## src/rtl/i2s_tx_sequencer_if.sv

```systemverilog
// Sample-pair handshake between the synth voice mixer (master) and the
// I2S transmit sequencer (slave).
//   sample_l / sample_r : left/right sample, two's complement, WIDTH bits
//   sample_valid        : master has a pair on sample_l/sample_r
//   sample_ready        : slave holding register can take a pair
// A pair transfers on a clk edge where sample_valid && sample_ready.
interface i2s_tx_sequencer_if #(
  parameter int WIDTH = 16
);
  logic [WIDTH-1:0] sample_l;
  logic [WIDTH-1:0] sample_r;
  logic             sample_valid;
  logic             sample_ready;

  modport master (
    output sample_l,
    output sample_r,
    output sample_valid,
    input  sample_ready
  );

  modport slave (
    input  sample_l,
    input  sample_r,
    input  sample_valid,
    output sample_ready
  );
endinterface

```

## src/rtl/i2s_tx_sequencer.sv

```systemverilog
// Philips I2S transmitter for the synth DAC. Generates the free-running master
// clock, the bit clock and the word clock from clk, buffers one stereo pair
// and shifts each frame out MSB-first with the I2S one-bit delay.
//   clk          : system clock, everything on posedge
//   rst          : asynchronous active-low reset
//   en           : run request, honoured in IDLE and at frame boundaries
//   smp          : sample handshake (slave side of i2s_tx_sequencer_if)
//   mclk         : DAC master clock, toggles every MCLK_HALF clk
//   sck          : serial bit clock, period 2*SCK_HALF clk
//   lrck         : word clock, 0 = left slot, 1 = right slot
//   sdout        : serial data, changes with the falling edge of sck
//   underrun     : one-clk pulse when a frame starts with nothing buffered
//   underrun_cnt : saturating count of underrun pulses
module i2s_tx_sequencer #(
  parameter int WIDTH     = 16,
  parameter int MCLK_HALF = 1,
  parameter int SCK_HALF  = 4
) (
  input  logic                clk,
  input  logic                rst,
  input  logic                en,
  i2s_tx_sequencer_if.slave   smp,
  output logic                mclk,
  output logic                sck,
  output logic                lrck,
  output logic                sdout,
  output logic                underrun,
  output logic [7:0]          underrun_cnt
);

  localparam int MCW = (MCLK_HALF > 1) ? $clog2(MCLK_HALF) : 1;
  localparam int DW  = $clog2(2 * SCK_HALF);
  localparam logic [MCW-1:0] MC_LAST  = MCW'(MCLK_HALF - 1);
  localparam logic [DW-1:0]  DIV_LAST = DW'(2 * SCK_HALF - 1);
  localparam logic [DW-1:0]  RISE_AT  = DW'(SCK_HALF - 1);

  typedef enum logic {
    IDLE = 1'b0,
    RUN  = 1'b1
  } state_t;

  state_t           state_r;
  logic [MCW-1:0]   mclk_cnt_r;
  logic [DW-1:0]    div_cnt_r;
  logic [5:0]       bit_cnt_r;
  logic [WIDTH-1:0] hold_l_r;
  logic [WIDTH-1:0] hold_r_r;
  logic [WIDTH-1:0] frame_l_r;
  logic [WIDTH-1:0] frame_r_r;
  logic             full_r;
  logic             ready_r;

  logic             wrap_s;
  logic             entry_s;
  logic [5:0]       next_bit_s;
  logic             boundary_s;
  logic             frame_start_s;
  logic             stop_s;
  logic             accept_s;
  logic             load_s;

  // Serial bit for frame position b: within each 32-bit slot, position p
  // (1..WIDTH) carries sample bit WIDTH-p; position 0 and the tail are zero.
  function automatic logic slot_bit(input logic [5:0]       b,
                                    input logic [WIDTH-1:0] l,
                                    input logic [WIDTH-1:0] r);
    logic [4:0]       p;
    logic [WIDTH-1:0] word;
    logic [WIDTH-1:0] shifted;
    p = b[4:0];
    if (b[5]) begin
      word = r;
    end else begin
      word = l;
    end
    shifted = word >> (5'(WIDTH) - p);
    if ((p != 5'd0) && (p <= 5'(WIDTH))) begin
      return shifted[0];
    end else begin
      return 1'b0;
    end
  endfunction

  assign wrap_s        = (state_r == RUN) && (div_cnt_r == DIV_LAST);
  assign entry_s       = (state_r == IDLE) && en;
  assign next_bit_s    = bit_cnt_r + 6'd1;
  assign boundary_s    = wrap_s && (next_bit_s == 6'd0);
  assign frame_start_s = entry_s || (boundary_s && en);
  assign stop_s        = boundary_s && !en;
  // ready_r is only ever high while the holding register is empty, so an
  // accept and a boundary load can never coincide.
  assign accept_s      = smp.sample_valid && ready_r;
  assign load_s        = frame_start_s && full_r;

  assign smp.sample_ready = ready_r;

  // Free-running master clock divider.
  always_ff @(posedge clk or negedge rst) begin
    if (!rst) begin
      mclk_cnt_r <= MCW'(0);
      mclk       <= 1'b0;
    end else if (mclk_cnt_r == MC_LAST) begin
      mclk_cnt_r <= MCW'(0);
      mclk       <= ~mclk;
    end else begin
      mclk_cnt_r <= mclk_cnt_r + MCW'(1);
      mclk       <= mclk;
    end
  end

  // Frame sequencer: state, bit-clock divider, bit counter and serial pins.
  always_ff @(posedge clk or negedge rst) begin
    if (!rst) begin
      state_r   <= IDLE;
      div_cnt_r <= DW'(0);
      bit_cnt_r <= 6'd0;
      sck       <= 1'b0;
      lrck      <= 1'b0;
      sdout     <= 1'b0;
      frame_l_r <= WIDTH'(0);
      frame_r_r <= WIDTH'(0);
    end else begin
      case (state_r)
        IDLE: begin
          // Entry is itself a fall event at bit 0, so all pins stay low.
          state_r   <= entry_s ? RUN : IDLE;
          div_cnt_r <= DW'(0);
          bit_cnt_r <= 6'd0;
          sck       <= 1'b0;
          lrck      <= 1'b0;
          sdout     <= 1'b0;
        end
        RUN: begin
          if (wrap_s) begin
            // Fall event; bit 0 of a new frame always drives lrck/sdout low,
            // which also leaves the pins at their idle value on a stop.
            state_r   <= stop_s ? IDLE : RUN;
            div_cnt_r <= DW'(0);
            bit_cnt_r <= next_bit_s;
            sck       <= 1'b0;
            lrck      <= next_bit_s[5];
            sdout     <= slot_bit(next_bit_s, frame_l_r, frame_r_r);
          end else begin
            state_r   <= RUN;
            div_cnt_r <= div_cnt_r + DW'(1);
            bit_cnt_r <= bit_cnt_r;
            sck       <= (div_cnt_r == RISE_AT) ? 1'b1 : sck;
            lrck      <= lrck;
            sdout     <= sdout;
          end
        end
        default: begin
          state_r   <= IDLE;
          div_cnt_r <= DW'(0);
          bit_cnt_r <= 6'd0;
          sck       <= 1'b0;
          lrck      <= 1'b0;
          sdout     <= 1'b0;
        end
      endcase
      if (frame_start_s) begin
        frame_l_r <= full_r ? hold_l_r : WIDTH'(0);
        frame_r_r <= full_r ? hold_r_r : WIDTH'(0);
      end else begin
        frame_l_r <= frame_l_r;
        frame_r_r <= frame_r_r;
      end
    end
  end

  // Holding register, ready flag and underrun reporting.
  always_ff @(posedge clk or negedge rst) begin
    if (!rst) begin
      hold_l_r     <= WIDTH'(0);
      hold_r_r     <= WIDTH'(0);
      full_r       <= 1'b0;
      ready_r      <= 1'b1;
      underrun     <= 1'b0;
      underrun_cnt <= 8'd0;
    end else begin
      if (accept_s) begin
        hold_l_r <= smp.sample_l;
        hold_r_r <= smp.sample_r;
        full_r   <= 1'b1;
        ready_r  <= 1'b0;
      end else if (load_s) begin
        // Ready reopens one clk after the boundary that drained the register.
        full_r   <= 1'b0;
        ready_r  <= 1'b0;
      end else begin
        full_r   <= full_r;
        ready_r  <= !full_r;
      end
      underrun <= frame_start_s && !full_r;
      if (frame_start_s && !full_r && (underrun_cnt != 8'hFF)) begin
        underrun_cnt <= underrun_cnt + 8'd1;
      end else begin
        underrun_cnt <= underrun_cnt;
      end
    end
  end

endmodule

```

## src/flat_wrapper.sv

```systemverilog
// flat-port wrapper written by rule: the top's interface ports become plain ports
module i2s_tx_sequencer_flat 
#(
  parameter int WIDTH     = 16,
  parameter int MCLK_HALF = 1,
  parameter int SCK_HALF  = 4
)
  (clk, rst, en, mclk, sck, lrck, sdout, underrun, underrun_cnt, smp_sample_l, smp_sample_r, smp_sample_valid, smp_sample_ready);
  i2s_tx_sequencer_if #(.WIDTH(WIDTH)) smp_i ();
  input  logic clk;
  input  logic rst;
  input  logic en;
  output logic mclk;
  output logic sck;
  output logic lrck;
  output logic sdout;
  output logic underrun;
  output logic [7:0] underrun_cnt;
  input wire logic [$bits(smp_i.sample_l)-1:0] smp_sample_l;
  input wire logic [$bits(smp_i.sample_r)-1:0] smp_sample_r;
  input wire logic [$bits(smp_i.sample_valid)-1:0] smp_sample_valid;
  output wire logic [$bits(smp_i.sample_ready)-1:0] smp_sample_ready;
  assign smp_i.sample_l = smp_sample_l;
  assign smp_i.sample_r = smp_sample_r;
  assign smp_i.sample_valid = smp_sample_valid;
  assign smp_sample_ready = smp_i.sample_ready;
  i2s_tx_sequencer #(.WIDTH(WIDTH), .MCLK_HALF(MCLK_HALF), .SCK_HALF(SCK_HALF)) u_core (.clk(clk), .rst(rst), .en(en), .smp(smp_i), .mclk(mclk), .sck(sck), .lrck(lrck), .sdout(sdout), .underrun(underrun), .underrun_cnt(underrun_cnt));
endmodule
```

## config.mk

```make
export PLATFORM = sky130hd
export DESIGN_NAME = i2s_tx_sequencer_flat
export DESIGN_NICKNAME = d
export VERILOG_FILES = /design/src/rtl/i2s_tx_sequencer_if.sv /design/src/rtl/i2s_tx_sequencer.sv /design/src/flat_wrapper.sv
export SDC_FILE = /design/constraint.sdc
export NUM_CORES = 1
export LEC_CHECK = 0
export ABC_CLOCK_PERIOD_IN_PS = 3660
export BUFFER_PORTS_ARGS = -buffer_cell sky130_fd_sc_hd__buf_4
export CORE_MARGIN = 4
export CORE_UTILIZATION = 50
export CTS_CLUSTER_DIAMETER = 60
export DETAILED_ROUTE_END_ITERATION = 12
export GPL_TIMING_DRIVEN = 0
export PLACE_DENSITY = 0.76
export SETUP_SLACK_MARGIN = 0.5
export SYNTH_ARGS = -nofsm -noshare
export SYNTH_HDL_FRONTEND = slang
export SYNTH_SLANG_ARGS = --single-unit
export TNS_END_PERCENT = 50
```

## constraint.sdc

```tcl
create_clock -name clk -period 3.66 [get_ports clk]
set_clock_uncertainty 0.1 [all_clocks]
set_input_delay 0.366 -clock clk [delete_from_list [all_inputs] [get_ports clk]]
set_output_delay 0.366 -clock clk [all_outputs]
set_load 0.1 [all_outputs]
```

### After elaboration in Yosys (flattened, before gate mapping)

Cells that the tools add are included.

* equality and inequality tests: 5
* magnitude comparators: 1
* multiplexer cells: 26
* add/subtract/negate cells: 5
* shifts and indexed selects: 1
* reduce and logical (&&, ||, !) cells: 16
* bitwise gates (word level): 2

Operators with widths (number)
* $mux W16: 5
* $shr A16 B5 Y1: 1
* $mux W1: 13
* $pmux W6 S2: 1
* $logic_and A1 B1 Y1: 10
* $add A8 B1 Y8 const B: 1
* $ne A8 B8 Y1 const B: 1
* $pmux W1 S2: 4
* $add A6 B1 Y6 const B: 1
* $logic_not A6 Y1: 1
* $mux W6: 1
* $pmux W3 S2: 1
* $le A5 B5 Y1 const B: 1
* $reduce_bool A5 Y1: 1
* $sub A5 B5 Y5 const A: 1
* $add A3 B1 Y3 const B: 1
* $eq A3 B2 Y1 const B: 1
* $eq A3 B3 Y1 const B: 1
* $mux W3: 1
* $ne A3 B3 Y1 const B: 1
* $logic_not A1 Y1: 2
* $ne A2 B2 Y1 const B: 1
* $not A1 Y1: 2
* $reduce_bool A2 Y1: 1
* other kinds (2): 2

* output and inout port bits: 14
* register bits after elaboration: 90
* word-level logic and storage cells: 72

### Longest topological paths before layout

* word-level depth: 8
* depth in mapped cells: 8

### Worst setup path before layout

OpenSTA, ideal clock, no wires.

* kind: reg2reg
* from: reg u_core.bit_cnt_r[5]
* to: reg u_core.underrun_cnt[1]
* library setup time: 0.128 ns
* arrival time: 2.396 ns
* slack: 1.035 ns
* stages on the path, launching flop included: 6
* path through: dfrtp_1 -> buf_2 -> nor3_1 -> o41a_4 -> nor3_4 -> mux2_1

* longest elaborated chain between the ends: 7

Ends and longest elaborated chain
* start: declaration: RTL line i2s_tx_sequencer.sv:45 `logic [5:0] bit_cnt_r;`
* start signal: assignment: RTL line i2s_tx_sequencer.sv:139 `bit_cnt_r <= next_bit_s;`
* start signal: assignment: RTL line i2s_tx_sequencer.sv:146 `bit_cnt_r <= bit_cnt_r;`
* $add A6 B1 Y6: RTL line i2s_tx_sequencer.sv:86 `assign next_bit_s = bit_cnt_r + 6'd1;`
* $logic_not A6 Y1: RTL line i2s_tx_sequencer.sv:87 `assign boundary_s = wrap_s && (next_bit_s == 6'd0);`
* $logic_and A1 B1 Y1: RTL line i2s_tx_sequencer.sv:87
* $logic_and A1 B1 Y1: RTL line i2s_tx_sequencer.sv:88 `assign frame_start_s = entry_s || (boundary_s && en);`
* $logic_or A1 B1 Y1: RTL line i2s_tx_sequencer.sv:88
* $logic_and A1 B1 Y1 (2 in series): RTL line i2s_tx_sequencer.sv:195 `if (frame_start_s && !full_r && (underrun_cnt != 8'hFF)) begin`
* end signal: assignment: RTL line i2s_tx_sequencer.sv:196 `underrun_cnt <= underrun_cnt + 8'd1;`
* end signal: assignment: RTL line i2s_tx_sequencer.sv:198 `underrun_cnt <= underrun_cnt;`
* end: declaration: RTL line i2s_tx_sequencer.sv:28 `output logic [7:0] underrun_cnt`

No other way between the ends.
A chain may end at the register's enable or synchronous reset.

### Worst setup path after layout

* from: reg u_core.div_cnt_r[0]
* to: reg u_core.underrun_cnt[1]

* longest elaborated chain between the ends: 7

Ends and longest elaborated chain
* start: declaration: RTL line i2s_tx_sequencer.sv:44 `logic [DW-1:0] div_cnt_r;`
* start signal: assignment: RTL line i2s_tx_sequencer.sv:145 `div_cnt_r <= div_cnt_r + DW'(1);`
* $eq A3 B3 Y1: RTL line i2s_tx_sequencer.sv:84 `assign wrap_s = (state_r == RUN) && (div_cnt_r == DIV_LAST);`
* $logic_and A1 B1 Y1: RTL line i2s_tx_sequencer.sv:84
* $logic_and A1 B1 Y1: RTL line i2s_tx_sequencer.sv:87
* $logic_and A1 B1 Y1: RTL line i2s_tx_sequencer.sv:88
* $logic_or A1 B1 Y1: RTL line i2s_tx_sequencer.sv:88
* $logic_and A1 B1 Y1 (2 in series): RTL line i2s_tx_sequencer.sv:195

No other way between the ends.

==> summary.md <==
| Metric | Value |
|---|---|
| Startpoint Class | `flip-flop` |
| Core ar. | `~8200 µm²` |
| Final Cycle Share | `approximately 72%` |
| DP Area | `approximately 4700 µm²` |
| Fraction of registers with async set/reset | `between 90% and 100%` |
| ANT cells | `0` |
| Pleak | `~2.2 nW` |
| Status | `completed` |
| R2R cell count | `7` |
| Synth Net Count | `439` |
| Worst Hold Class | `in -> reg` |
| Slew @ Worst Pin | `~1.1 ns` |
| H-Tree Depth | `3` |
| Area share of the largest cell type after synthesis | `51.4%` |
| DPL Wire Length | `about 6.4 mm` |
| Residual DRC count | `0` |
| CP endpoint kind | `flip-flop` |
| Port bufs | `about 50` |
| Final Cell Area | `4940 µm²` |
| Crit-path cells | `ha_1, ha_1, clkbuf_1, nand3_1, o41a_4, nor3_4, mux2_1` |
| Via count | `between 3000 and 4000` |
| Starting Density | `51.5%` |
| Layout Nets | `between 400 and 500` |
| CTS tree | `done` |
| Max Freq | `approximately 380 MHz` |
| First-pass GRT wire length | `~15 mm` |
| Post-cts repair resize count | `0` |
| CTS Buffer Depth | `2` |
| Area of the die | `10000 µm²` |
| Post-CTS setup buffers | `0` |
| Sequential area share after synthesis | `52.0%` |
| Area grow syn2layout | `16.7%` |
| Wire length per cell | `15.7 µm` |
| Final Max Tran Viols | `0` |
| Worst hold path cell count | `2` |
| Routed Antenna Nets | `0` |
| Total clock sinks | `88` |
| RSZ-0062 raised after global routing | `no` |
| Vias in the first global route | `a little over 3000` |
| Area of the multi-input gates | `around 1900 µm²` |
| Largest net degree at the start of global routing | `slightly below 90` |
| Post-synthesis cell count | `just under 400` |
| Area leader, netlist | `dfrtp_1` |
| Syn Area/Cell | `10.6 µm²` |
| Setup CP Type | `reg -> reg` |
| Most frequent cells after synthesis | `87 x dfrtp_1, 49 x nand2_1, 40 x mux2_2, 39 x o21ai_0, 29 x o21ai_1` |
| Synth Flop Type | `dfrtp_1` |
| Layout cells sized above 1 | `between 20% and 30%` |
| Die Y | `around 100 µm` |
| CTS Hold Buffers Added | `0` |
| Root Driver | `clkbuf_8` |
| Max FO, Critical Path | `10` |
| Top cell by count, worst path | `ha_1` |
| WP data required | `about 3.8 ns` |
| Most common cell in the netlist | `dfrtp_1` |
| Routability cong. | `about 0.85` |
| Post-Route WL | `~9 mm` |
| Final Total Pwr | `about 2.2 mW` |
| Num ports | `50` |
| TritonRoute pass-1 iters | `4` |
| Power Dens Cells | `441 nW/µm²` |
| CP max stage cell | `o41a_4` |
| CP peak stage delay | `between 0.5 and 0.6 ns` |
| GRT Overall Usage | `a little under a fifth` |
| # setup viols final | `0` |
| Synth area leaders | `dfrtp_1 51%, mux2_2 11%, o21ai_0 4.6%, nand2_1 4.3%, o21ai_1 3.4%` |
| Cell Area, Synth | `4230 µm²` |
| Row cnt | `33` |
| Filler cell count | `681` |
| Flop and latch count out of synthesis | `88` |
| Total Neg Setup Slack | `0 ns` |
| Dpl cells | `~550` |
| DIE WIDTH | `~100 µm` |
| Synth unique cells | `55` |
| Initial antenna violation count | `0` |
| GRT Residual Overflow | `0` |
| Synth warn | `0` |
| Fin crit period | `2.63 ns` |
| Hold Slack | `0.0499 ns` |
| Peak supply drop | `~0.00033 V` |
| Maxcap violations | `0` |
| Clock slew at reported path FFs | `0.09 ns` |
| Critical path arrival | `2.76 ns` |
| Number of flops mapped to enable cells by yosys | `0` |
| Final std cells w/o fill | `about 570` |
| Register area | `2200 µm²` |
| Drt via density | `around 5.6` |
| Final hold violation count | `0` |
| Clk_lat worst skew | `around 0.36 ns` |
| Max-slew headroom | `approximately 27%` |
| Num CTS Buffers | `9` |
| Initial drt markers | `between 150 and 200` |
## sequential cells by signal, indices dropped and copies added, names as in the netlist, 3 cells and up
signal	flops
u_core.underrun_cnt	8
u_core.hold_l_r	16
u_core.bit_cnt_r	6
u_core.frame_r_r	16
u_core.hold_r_r	16
u_core.div_cnt_r	3
u_core.frame_l_r	16
## final cells by class
cell class / instances / share of cell area, %
tap: 105 / 2.66
clock buffer: 12 / 3.14
sequential: 88 / 44.6
clock inverter: 4 / 1.06
timing repair buffer: 49 / 7.44
buffer: 30 / 2.73
multi-input combinational: 275 / 38.0
inverter: 5 / 0.380
## critical path, delay by kind of cell, from the launching register on
kind                     cells  cell delay [ns]
AO/OA/AOI/OAI                1             0.53
adder cells (fa/ha/maj)      2             0.34
multiplexers                 1             0.34
AND/OR/NAND/NOR              2             0.46
flip-flops                   1             0.36
buffers and inverters        1             0.38
## cell usage in the layout, fill, tap and decap left out, types with 2 or more instances in the layout
master	n
buf_2	6
nor2_1	13
ha_1	5
and4_1	4
a2111oi_0	3
clkbuf_1	17
nor3_1	5
nor2b_1	4
o221ai_1	3
a31oi_1	5
o21ai_1	29
nand4_1	4
xnor2_1	9
buf_1	4
nand3_1	7
mux2i_1	5
inv_1	5
nand2_1	49
nor4_1	2
nand3b_1	3
and2_1	6
a21oi_1	2
dfrtp_1	87
mux2_2	40
nand4bb_1	2
clkbuf_8	11
o21ai_0	39
xor2_1	3
buf_4	53
a211oi_1	3
nand2b_1	6
## worst paths after layout
kind                                      from                       to  slack [ns]
setup / recovery           u_core.div_cnt_r[0]   u_core.underrun_cnt[1]        1.03
hold / removal                smp_sample_valid  u_core.smp.sample_ready        0.05
setup reg to reg           u_core.div_cnt_r[0]   u_core.underrun_cnt[1]        1.03
hold reg to reg                    u_core.mclk              u_core.mclk        0.34
max in group asynchronous                  rst      u_core.frame_r_r[2]        2.66
min in group asynchronous                  rst   u_core.underrun_cnt[3]        0.10
## metal layers
metal,share of wire [%],track usage [%]
met1,45,25.8
met2,48,30.1
met3,5.3,3.61
met4,1.2,5.18
met5,0,0
## metrics by stage
step	util (%)	worst slack, ns
6_report	60.1	1.03
3_3_place_gp	57.6	1.10
5_1_grt	60.1	0.844
2_1_floorplan	-	1.04
3_5_place_dp	57.6	1.01
4_1_cts	60.1	1.01
## cell families (layout without fill, tap and decap cells)
family                     Yosys count  after routing  share of synthesized area [%]
muxes                               46             46                           12.1
DFF                                 88             88                           52.0
and+or+nand+nor                    113            113                           13.8
AOI/OAI and AO/OA                   99             99                           14.5
buffers and inverters               35            100                           3.63
xor gates and xnor gates            12             12                           2.48
adders and majority gates            5              5                           1.48
## power by group
| group | switching [mW] | internal [mW] | leakage (nW) |
|---|---|---|---|
| Combinational | 0.130 | 0.164 | 1.01 |
| Sequential | 0.0733 | 1.12 | 1.12 |
| Clock | 0.338 | 0.356 | 0.107 |
Note: power is estimated with default switching activity, not from simulation.
